===== config.mk =====
export PLATFORM = sky130hd
export DESIGN_NAME = hsstl_rate_chg_ctrl_v1_0
export DESIGN_NICKNAME = d
export VERILOG_FILES = /design/src/rtl/hsstl_rate_chg_ctrl_v1_0_pkg.sv /design/src/rtl/hsstl_rate_chg_ctrl_v1_0.sv
export SDC_FILE = /design/constraint.sdc
export NUM_CORES = 1
export LEC_CHECK = 0
export ABC_AREA = 1
export BUFFER_PORTS_ARGS = -buffer_cell sky130_fd_sc_hd__buf_2
export CAP_MARGIN = 30
export CORE_MARGIN = 4
export CORE_UTILIZATION = 49
export DETAILED_ROUTE_END_ITERATION = 8
export PLACE_DENSITY = 0.67
export SYNTH_ARGS = -nofsm -noshare
export SYNTH_HDL_FRONTEND = slang
export SYNTH_SLANG_ARGS = --single-unit

===== constraint.sdc =====
create_clock -name clk -period 4.2 [get_ports clk]
set_input_delay 0.63 -clock clk [delete_from_list [all_inputs] [get_ports clk]]
set_output_delay 0.63 -clock clk [all_outputs]
set_load 0.01 [all_outputs]

===== src/rtl/hsstl_rate_chg_ctrl_v1_0_pkg.sv =====
// Shared definitions for the HSST TX line-rate change sequencer:
// state encoding, default PMA rate codes and the rate-to-code mapping.
package hsstl_rate_chg_ctrl_v1_0_pkg;

    typedef enum logic [3:0] {
        ST_IDLE      = 4'd0,
        ST_CLK_OFF   = 4'd1,
        ST_PMA_RST   = 4'd2,
        ST_RATE_SET  = 4'd3,
        ST_PMA_REL   = 4'd4,
        ST_WAIT_LOCK = 4'd5,
        ST_SETTLE    = 4'd6,
        ST_PCS_REL   = 4'd7,
        ST_CLK_ON    = 4'd8,
        ST_HALT      = 4'd9
    } rc_state_e;

    localparam logic [2:0] GEN1_CODE_DFLT = 3'b011;
    localparam logic [2:0] GEN2_CODE_DFLT = 3'b010;

    function automatic logic [2:0] rate_code(input logic       rate,
                                             input logic [2:0] gen1_code,
                                             input logic [2:0] gen2_code);
        return rate ? gen2_code : gen1_code;
    endfunction

endpackage


===== src/rtl/hsstl_rate_chg_ctrl_v1_0.sv =====
// PCIe TX rate-change sequencer: gates TXPCLK, resets PMA/PCS around a rate-code
// change, waits for PLL re-lock (one revert-retry on timeout), then restores the clock.
module hsstl_rate_chg_ctrl_v1_0
    import hsstl_rate_chg_ctrl_v1_0_pkg::*;
#(
    parameter int         CNTR_WIDTH       = 13,
    parameter int         CLK_OFF_CYC      = 16,
    parameter int         RST_HOLD_CYC     = 32,
    parameter int         SETTLE_CYC       = 64,
    parameter int         LOCK_TIMEOUT_CYC = 4096,
    parameter logic [2:0] RATE_GEN1_CODE   = GEN1_CODE_DFLT,
    parameter logic [2:0] RATE_GEN2_CODE   = GEN2_CODE_DFLT
) (
    input  logic       clk,
    input  logic       rst,
    input  logic       rate_req,
    input  logic       tx_rst_done,
    input  logic       pll_lock_deb,
    output logic       P_RATE_CHG_TXPCLK_ON,
    output logic [2:0] P_PMA_TX_RATE,
    output logic       P_PMA_TX_RST,
    output logic       P_PCS_TX_RST,
    output logic       rate_cur,
    output logic       rate_chg_busy,
    output logic       rate_chg_done,
    output logic       rate_chg_err
);

    localparam logic [CNTR_WIDTH-1:0] L_CLK_OFF_LAST = CNTR_WIDTH'(CLK_OFF_CYC - 1);
    localparam logic [CNTR_WIDTH-1:0] L_HOLD_LAST    = CNTR_WIDTH'(RST_HOLD_CYC - 1);
    localparam logic [CNTR_WIDTH-1:0] L_SETTLE_LAST  = CNTR_WIDTH'(SETTLE_CYC - 1);
    localparam logic [CNTR_WIDTH-1:0] L_LOCK_LAST    = CNTR_WIDTH'(LOCK_TIMEOUT_CYC - 1);

    rc_state_e             r_state;
    logic [CNTR_WIDTH-1:0] r_cnt;
    logic                  r_tgt;
    logic                  r_retry;
    logic                  r_clk_on;
    logic [2:0]            r_rate_code;
    logic                  r_pma_rst;
    logic                  r_pcs_rst;
    logic                  r_rate_cur;
    logic                  r_busy;
    logic                  r_done;
    logic                  r_err;

    logic [CNTR_WIDTH-1:0] w_cnt_inc;
    logic [2:0]            w_set_code;
    logic [2:0]            w_cur_code;
    logic                  w_accept;
    logic                  w_abort;

    always_comb begin
        w_cnt_inc  = r_cnt + CNTR_WIDTH'(1);
        w_cur_code = rate_code(r_rate_cur, RATE_GEN1_CODE, RATE_GEN2_CODE);
        // A retry pass reprograms the rate that was in effect before the request.
        w_set_code = r_retry ? w_cur_code
                             : rate_code(r_tgt, RATE_GEN1_CODE, RATE_GEN2_CODE);
        w_accept   = tx_rst_done && pll_lock_deb && (rate_req != r_rate_cur);
        w_abort    = (r_state != ST_IDLE) && !tx_rst_done;
    end

    always_ff @(posedge clk or posedge rst) begin
        if (rst) begin
            r_state     <= ST_IDLE;
            r_cnt       <= '0;
            r_tgt       <= 1'b0;
            r_retry     <= 1'b0;
            r_clk_on    <= 1'b1;
            r_rate_code <= RATE_GEN1_CODE;
            r_pma_rst   <= 1'b0;
            r_pcs_rst   <= 1'b0;
            r_rate_cur  <= 1'b0;
            r_busy      <= 1'b0;
            r_done      <= 1'b0;
            r_err       <= 1'b0;
        end else begin
            r_done <= 1'b0;
            if (w_abort) begin
                r_state     <= ST_IDLE;
                r_cnt       <= '0;
                r_clk_on    <= 1'b1;
                r_pma_rst   <= 1'b0;
                r_pcs_rst   <= 1'b0;
                r_busy      <= 1'b0;
                r_rate_code <= w_cur_code;
            end else begin
                case (r_state)
                    ST_IDLE: begin
                        if (w_accept) begin
                            r_state  <= ST_CLK_OFF;
                            r_cnt    <= '0;
                            r_tgt    <= rate_req;
                            r_err    <= 1'b0;
                            r_retry  <= 1'b0;
                            r_clk_on <= 1'b0;
                            r_busy   <= 1'b1;
                        end
                    end
                    ST_CLK_OFF: begin
                        if (r_cnt == L_CLK_OFF_LAST) begin
                            r_state   <= ST_PMA_RST;
                            r_cnt     <= '0;
                            r_pma_rst <= 1'b1;
                            r_pcs_rst <= 1'b1;
                        end else begin
                            r_cnt <= w_cnt_inc;
                        end
                    end
                    ST_PMA_RST: begin
                        r_state     <= ST_RATE_SET;
                        r_cnt       <= '0;
                        r_rate_code <= w_set_code;
                    end
                    ST_RATE_SET: begin
                        if (r_cnt == L_HOLD_LAST) begin
                            r_state <= ST_PMA_REL;
                            r_cnt   <= '0;
                        end else begin
                            r_cnt <= w_cnt_inc;
                        end
                    end
                    ST_PMA_REL: begin
                        r_state   <= ST_WAIT_LOCK;
                        r_cnt     <= '0;
                        r_pma_rst <= 1'b0;
                    end
                    ST_WAIT_LOCK: begin
                        if (pll_lock_deb) begin
                            r_state <= ST_SETTLE;
                            r_cnt   <= '0;
                        end else if (r_cnt == L_LOCK_LAST) begin
                            r_cnt     <= '0;
                            r_pma_rst <= 1'b1;
                            r_pcs_rst <= 1'b1;
                            if (!r_retry) begin
                                r_state <= ST_PMA_RST;
                                r_err   <= 1'b1;
                                r_retry <= 1'b1;
                            end else begin
                                r_state  <= ST_HALT;
                                r_clk_on <= 1'b0;
                                r_busy   <= 1'b1;
                            end
                        end else begin
                            r_cnt <= w_cnt_inc;
                        end
                    end
                    ST_SETTLE: begin
                        if (!pll_lock_deb) begin
                            r_state <= ST_WAIT_LOCK;
                            r_cnt   <= '0;
                        end else if (r_cnt == L_SETTLE_LAST) begin
                            r_state <= ST_PCS_REL;
                            r_cnt   <= '0;
                        end else begin
                            r_cnt <= w_cnt_inc;
                        end
                    end
                    ST_PCS_REL: begin
                        r_cnt <= '0;
                        if (!pll_lock_deb) begin
                            r_state <= ST_WAIT_LOCK;
                        end else begin
                            r_state   <= ST_CLK_ON;
                            r_pcs_rst <= 1'b0;
                        end
                    end
                    ST_CLK_ON: begin
                        r_state  <= ST_IDLE;
                        r_cnt    <= '0;
                        r_clk_on <= 1'b1;
                        r_busy   <= 1'b0;
                        if (!r_retry) begin
                            r_rate_cur <= r_tgt;
                            r_done     <= 1'b1;
                        end
                    end
                    // Parked with the lane held in reset until the TX reset FSM restarts.
                    ST_HALT: begin
                        r_state <= ST_HALT;
                    end
                    default: begin
                        r_state <= ST_IDLE;
                        r_cnt   <= '0;
                    end
                endcase
            end
        end
    end

    assign P_RATE_CHG_TXPCLK_ON = r_clk_on;
    assign P_PMA_TX_RATE        = r_rate_code;
    assign P_PMA_TX_RST         = r_pma_rst;
    assign P_PCS_TX_RST         = r_pcs_rst;
    assign rate_cur             = r_rate_cur;
    assign rate_chg_busy        = r_busy;
    assign rate_chg_done        = r_done;
    assign rate_chg_err         = r_err;

endmodule


After elaboration in Yosys (flattened, before gate mapping)
Index checks and enable logic that the tools add are counted.

operators by class
  add/sub/neg operators = 1
  equal/unequal tests = 28
  muxes and demuxes = 53
  bitwise gates (word level) = 2
  reductions and logical operators = 20

operators with widths
  kind                                                    number
  2-to-1 mux 13 bit                                       8
  case mux 13 bit (6 select lines)                        1
  2-to-1 mux 4 bit                                        10
  case mux 4 bit (9 select lines)                         1
  2-to-1 mux 1 bit                                        25
  != test 3 bit (second input constant)                   7
  AND reduction 5 bit                                     4
  equality test 4 x 3 -> 1 bit (second input constant)    4
  nonzero test 4 bit                                      4
  adder 13 x 1 -> 13 bit (second input constant)          1
  equality test 13 x 12 -> 1 bit (second input constant)  1
  equality test 13 x 4 -> 1 bit (second input constant)   1
  equality test 13 x 5 -> 1 bit (second input constant)   1
  equality test 13 x 6 -> 1 bit (second input constant)   1
  case mux 1 bit (3 select lines)                         4
  != test 2 bit (second input constant)                   5
  equality test 4 x 2 -> 1 bit (second input constant)    2
  equality test 4 bit (second input constant)             2
  != test 4 bit (second input constant)                   2
  2-to-1 mux 3 bit                                        2
  AND reduction 3 bit                                     2
  AND reduction 6 bit                                     1
  equality test 4 x 1 -> 1 bit (second input constant)    1
  zero test 4 bit                                         1
  other kinds (8)                                         13

storage, ports and cells
  register bits after elaboration = 29
  logic and storage cells = 116

Depth between registers and ports, before layout
  word-level depth = 5
  gate-level depth with buffers = 12

Least setup slack after synthesis
OpenSTA, ideal clock, no wires.

  path kind = input-to-reg
  start = input port pll_lock_deb
  end = register r_cnt[2]
  arrival time = 1.488 ns
  required time = 4.077 ns
  slack = 2.590 ns
  stages = 7
  path buffers = 1
  cells stage by stage = inv_1 > clkbuf_1 > nor2_1 > nand2_1 > nand4_2 > nand2_2 > o21ai_1

on the way
  cells in the longest elaborated chain, start to end = 4

ends and longest elaborated chain
  item                                                       line                             RTL
  start: declaration                                         hsstl_rate_chg_ctrl_v1_0.sv:18   input logic pll_lock_deb,
  branches (longest 4 deep; another with 2-to-1 mux 13 bit)  -
  end signal: assignment                                     hsstl_rate_chg_ctrl_v1_0.sv:107  r_cnt <= w_cnt_inc;
  end signal: assignment                                     hsstl_rate_chg_ctrl_v1_0.sv:120  r_cnt <= w_cnt_inc;
  end signal: assignment                                     hsstl_rate_chg_ctrl_v1_0.sv:146  r_cnt <= w_cnt_inc;
  end: declaration                                           hsstl_rate_chg_ctrl_v1_0.sv:35   logic [CNTR_WIDTH-1:0] r_cnt;

Several ways; the timed one is not identified.
A chain may end at the register's enable or synchronous reset.

Final worst setup path
  start = register r_state[3]
  end = register r_cnt[6]

on the way
  cells in the longest elaborated chain, start to end = 4

ends and longest elaborated chain
  item                                                                      line                            RTL
  start: declaration                                                        hsstl_rate_chg_ctrl_v1_0.sv:34  rc_state_e r_state;
  start signal: assignment                                                  hsstl_rate_chg_ctrl_v1_0.sv:65  r_state <= ST_IDLE;
  start signal: assignment                                                  hsstl_rate_chg_ctrl_v1_0.sv:80  r_state <= ST_IDLE;
  start signal: assignment                                                  hsstl_rate_chg_ctrl_v1_0.sv:91  r_state <= ST_CLK_OFF;
  branches (longest 4 deep; another with case mux 13 bit (6 select lines))  -

Several ways; the timed one is not identified.

==> results.md <==
| Metric | This run | Unit |
|:---|:---|:---|
| Relative contribution of sequential cells to total power | 34.8 | % |
| Crit-path cells | nor2_2 > nand2_2 > nand2_2 > inv_2 > o21ai_4 > inv_2 > a21o_1 > inv_1 > a21oi_1 | - |
| Worst-case vdd ir drop | 383 | uV |
| Initial Utilization | 52.0 | % |
| Yosys top cell by area | dfrtp_1 | - |
| Clock tree from TritonCTS | yes | - |
| Remaining max-slew budget at the tightest pin | 62.0 | % |
| Die X-Extent | 71.0 | um |
| Status | finished, final reports clean | - |
| Post-synthesis instance area | 0.00195 | sq mm |
| Overall global routing resource usage | 18.8 | % |
| Number of unique standard cell types used by synthesis | 33 | - |
| Share of total power consumed by net switching | 46.7 | % |
| Library cell used as clock root buffer | clkbuf_8 | - |
| Fin crit share | 47.4 | % |
| Slew at the pin closest to its max-slew limit | 0.569 | ns |
| Proportion of synthesized flip-flops having asynchronous set or reset | 100 | % |
| Number of filler cells placed in the layout | 384 | - |
| Met1 Use GR | 29.1 | % |
| Largest net degree at the start of global routing | 21 | - |
| Average size of a mapped cell | 6.56 | sq um |
| Hold violation total from the final report | 0 | - |
| Aggregate routed wire length | 4.51 | mm |
| Antenna violations before repair | 0 | - |
| DRT Pass-1 Iters | 5 | - |
| Antenna diodes | 0 | - |
| CP arrival | 2.17 | ns |
| Final Max Slew Viols | 0 | - |
| Path type of the worst min-delay path | in2async | - |
| Power density over the cells | 504 | mW/mm^2 |
| Library cell contributing the largest single delay on the critical path | dfrtp_1 | - |
| Post-detailed-placement cell area | 0.00202 | sq mm |
| Met2 track demand over resource in global routing | 26.8 | % |
| Time the final worst path needs with I/O delays and setup | 1.99 | ns |
| Clock transition at the registers of the reported paths | 0.10 | ns |
| Static leakage | 0.00102 | uW |
| Post-synthesis cell count | 297 | - |
| Routability-driven placement congestion ratio | 0.971 | - |
| Detail-routed net length per standard cell | 12.7 | um |
| Top flip-flop cell by instance count after synthesis | dfrtp_1 | - |
| # setup viols final | 0 | - |
| Cell Rows | 22 | - |
| GRT busiest layer | met1 | - |
| Number of sinks driven by the clock tree | 27 | - |
| Crit start category | flop | - |
| Most numerous cell in the Yosys netlist | nand2_1 | - |
| Reg2Reg Depth | 9 | - |
| H-tree depth reported by CTS | 1 | - |
| Area of the placeable core | 0.00374 | sq mm |
| CTS hold repair buffers | 0 | - |
| Layout Utilization | 55.4 | % |
| Sum Neg Setup Slack | 0 | ns |
| Top post-synthesis cells by count | 82 x nand2_1, 36 x inv_1, 35 x nor2_1 | - |
| Total Die Area | 0.00505 | sq mm |
| Sort of element at the end of the critical path | flop | - |
| Postcts setup bufs | 0 | - |
| Worst setup skew after layout | 0.00349 | ns |
| Starting DRT DRC Count | 285 | - |
| Total vias in the final route | 1,906 | - |
| Synthesis Warnings | 0 | - |
| Via count of the first global-routing pass | 1,671 | - |
| Number of enable-type register cells in the synthesized netlist | 0 | - |
| Worst hold-check slack | 0.375 | ns |
| Clock insertion delay at the later pin of the skew report | 0.29 | ns |
| Kind of critical path | reg2reg | - |
| Share of post-route cells with drive strength above 1 | 12.1 | % |
| Worst-path maximum fanout | 20 | - |
| Syn_nets | 303 | - |
| Max-Cap Viols | 0 | - |
| Dpl ws | 2.19 | ns |
| Post-CTS resize count | 0 | - |
| Residual DRC | 0 | - |
| Average vias per placed instance | 5.37 | - |
| Synth-to-layout area growth | 6.56 | % |
| Combinational fraction of design power | 49.5 | % |
| Net Switching | 489 | uW |
| Die Y-Extent | 71.0 | um |
| Placed wire-length estimate after detailed placement | 3.49 | mm |
| Worst EP required | 4.38 | ns |
| Layout Cell Area excl Fill | 0.00207 | sq mm |
| Max Fclk | 0.502 | GHz |
| Dominant cells by area after synthesis | dfrtp_1 32%, nand2_1 16%, nand3_1 8.5% | - |
| Cts bufs inserted | 3 | - |
| Met3 Usage GRT | 4.12 | % |
| Post-synthesis sequential element count | 27 | - |
| Count of nets after finishing | 314 | - |
| Setup slack of the critical path after layout | 2.21 | ns |
| Top-level I/O count | 15 | - |
| Top cell type's share of synthesized area | 32.1 | % |
| Delay of the slowest critical-path stage | 0.46 | ns |
| First-pass GRT wire length | 7.69 | mm |
| Cell-internal power | 557 | uW |
| Number of buffers on the longest clock path | 2 | - |
| Final antenna-violating net count | 0 | - |
| Aggregate global routing overflow | 0 | - |
| Unrepaired setup endpoints after global routing | no | - |
| Seq/Total Area, Yosys | 34.8 | % |
| Clk pwr share | 15.7 | % |
| Port-buffer cells | 12 | - |
## final cells by class
type,count,area [sq um],area share (%)
Sequential cell,27,678,32.7
Multi-Input combinational cell,223,1060,51.1
Tap cell,48,60.1,2.90
Clock buffer,3,41.3,1.99
Clock inverter,1,8.76,0.422
Timing Repair Buffer,13,75.1,3.62
Inverter,40,150,7.24
## metal layers
metal  part of all wire [%]  up-vias
li1                       -      972
met4                    1.1        0
met5                      0        -
met3                    7.3        4
met1                     50      854
met2                     41       76
## sequential cells by signal, summed over array words and instances, names as in the netlist
register,count
r_cnt,13
r_state,4
P_PCS_TX_RST,1
P_PMA_TX_RATE,1
P_PMA_TX_RST,1
P_RATE_CHG_TXPCLK_ON,1
r_retry,1
r_tgt,1
rate_chg_busy,1
rate_chg_done,1
rate_chg_err,1
rate_cur,1
## final timing paths
| check | start | to | slack (ns) |
|---|---|---|---|
| worst max-delay path | r_state[3] | r_cnt[6] | 2.21 |
| worst min-delay path | rst | r_cnt[0] | 0.38 |
| worst max register to register | r_state[3] | r_cnt[6] | 2.21 |
| worst min register to register | P_RATE_CHG_TXPCLK_ON | P_RATE_CHG_TXPCLK_ON | 0.47 |
| max in group asynchronous | rst | P_RATE_CHG_TXPCLK_ON | 3.25 |
| min in group clk | P_RATE_CHG_TXPCLK_ON | P_RATE_CHG_TXPCLK_ON | 0.47 |
## critical path: cells and delay by family, from the launching register on
kind | cells | cell delay (ns)
AOI/OAI and AO/OA | 3 | 0.43
buffers and inverters | 3 | 0.32
DFF | 1 | 0.46
and+or+nand+nor | 3 | 0.66
## cell families (layout without fill, tap and decap cells)
| kind of cell | after synthesis | after routing | share of synthesized area, % |
|---|---|---|---|
| compound gates | 39 | 39 | 11.6 |
| fa+ha+maj | 1 | 1 | 0.643 |
| buf+inv | 47 | 57 | 10.7 |
| other cells | 2 | 2 | 0.386 |
| xor+xnor | 3 | 3 | 1.35 |
| flops | 27 | 27 | 34.8 |
| simple gates | 178 | 178 | 40.5 |
## power groups by stage
stage | Sequential [uW] | Combinational [uW] | Clock (uW)
after floorplan | 374 | 411 | 0
after global placement | 367 | 519 | 0
after detailed placement | 369 | 515 | 0
after CTS | 364 | 518 | 167
after global routing | 373 | 586 | 180
final | 364 | 518 | 164
## metrics by stage
step	total power [uW]	cells
4_1_cts	1050	355
3_3_place_gp	886	350
3_5_place_dp	884	351
5_1_grt	1140	355
2_1_floorplan	784	297
6_report	1050	355
## cell usage in the layout (no fill, tap or decap), types with 2 or more instances in the layout
master	instances
a21oi_1	10
nor2_2	4
dfstp_2	2
and2_1	2
inv_1	36
inv_2	4
o21ai_0	9
clkbuf_8	3
o211ai_1	2
nand2_2	3
a31oi_1	5
nand4_1	6
xor2_1	2
buf_2	12
o21ai_1	9
nor2_1	35
nand2_1	82
conb_1	2
dfrtp_1	25
nor3_1	8
nand3_2	2
nand3_1	33
Power figures use the tool's default switching activity.
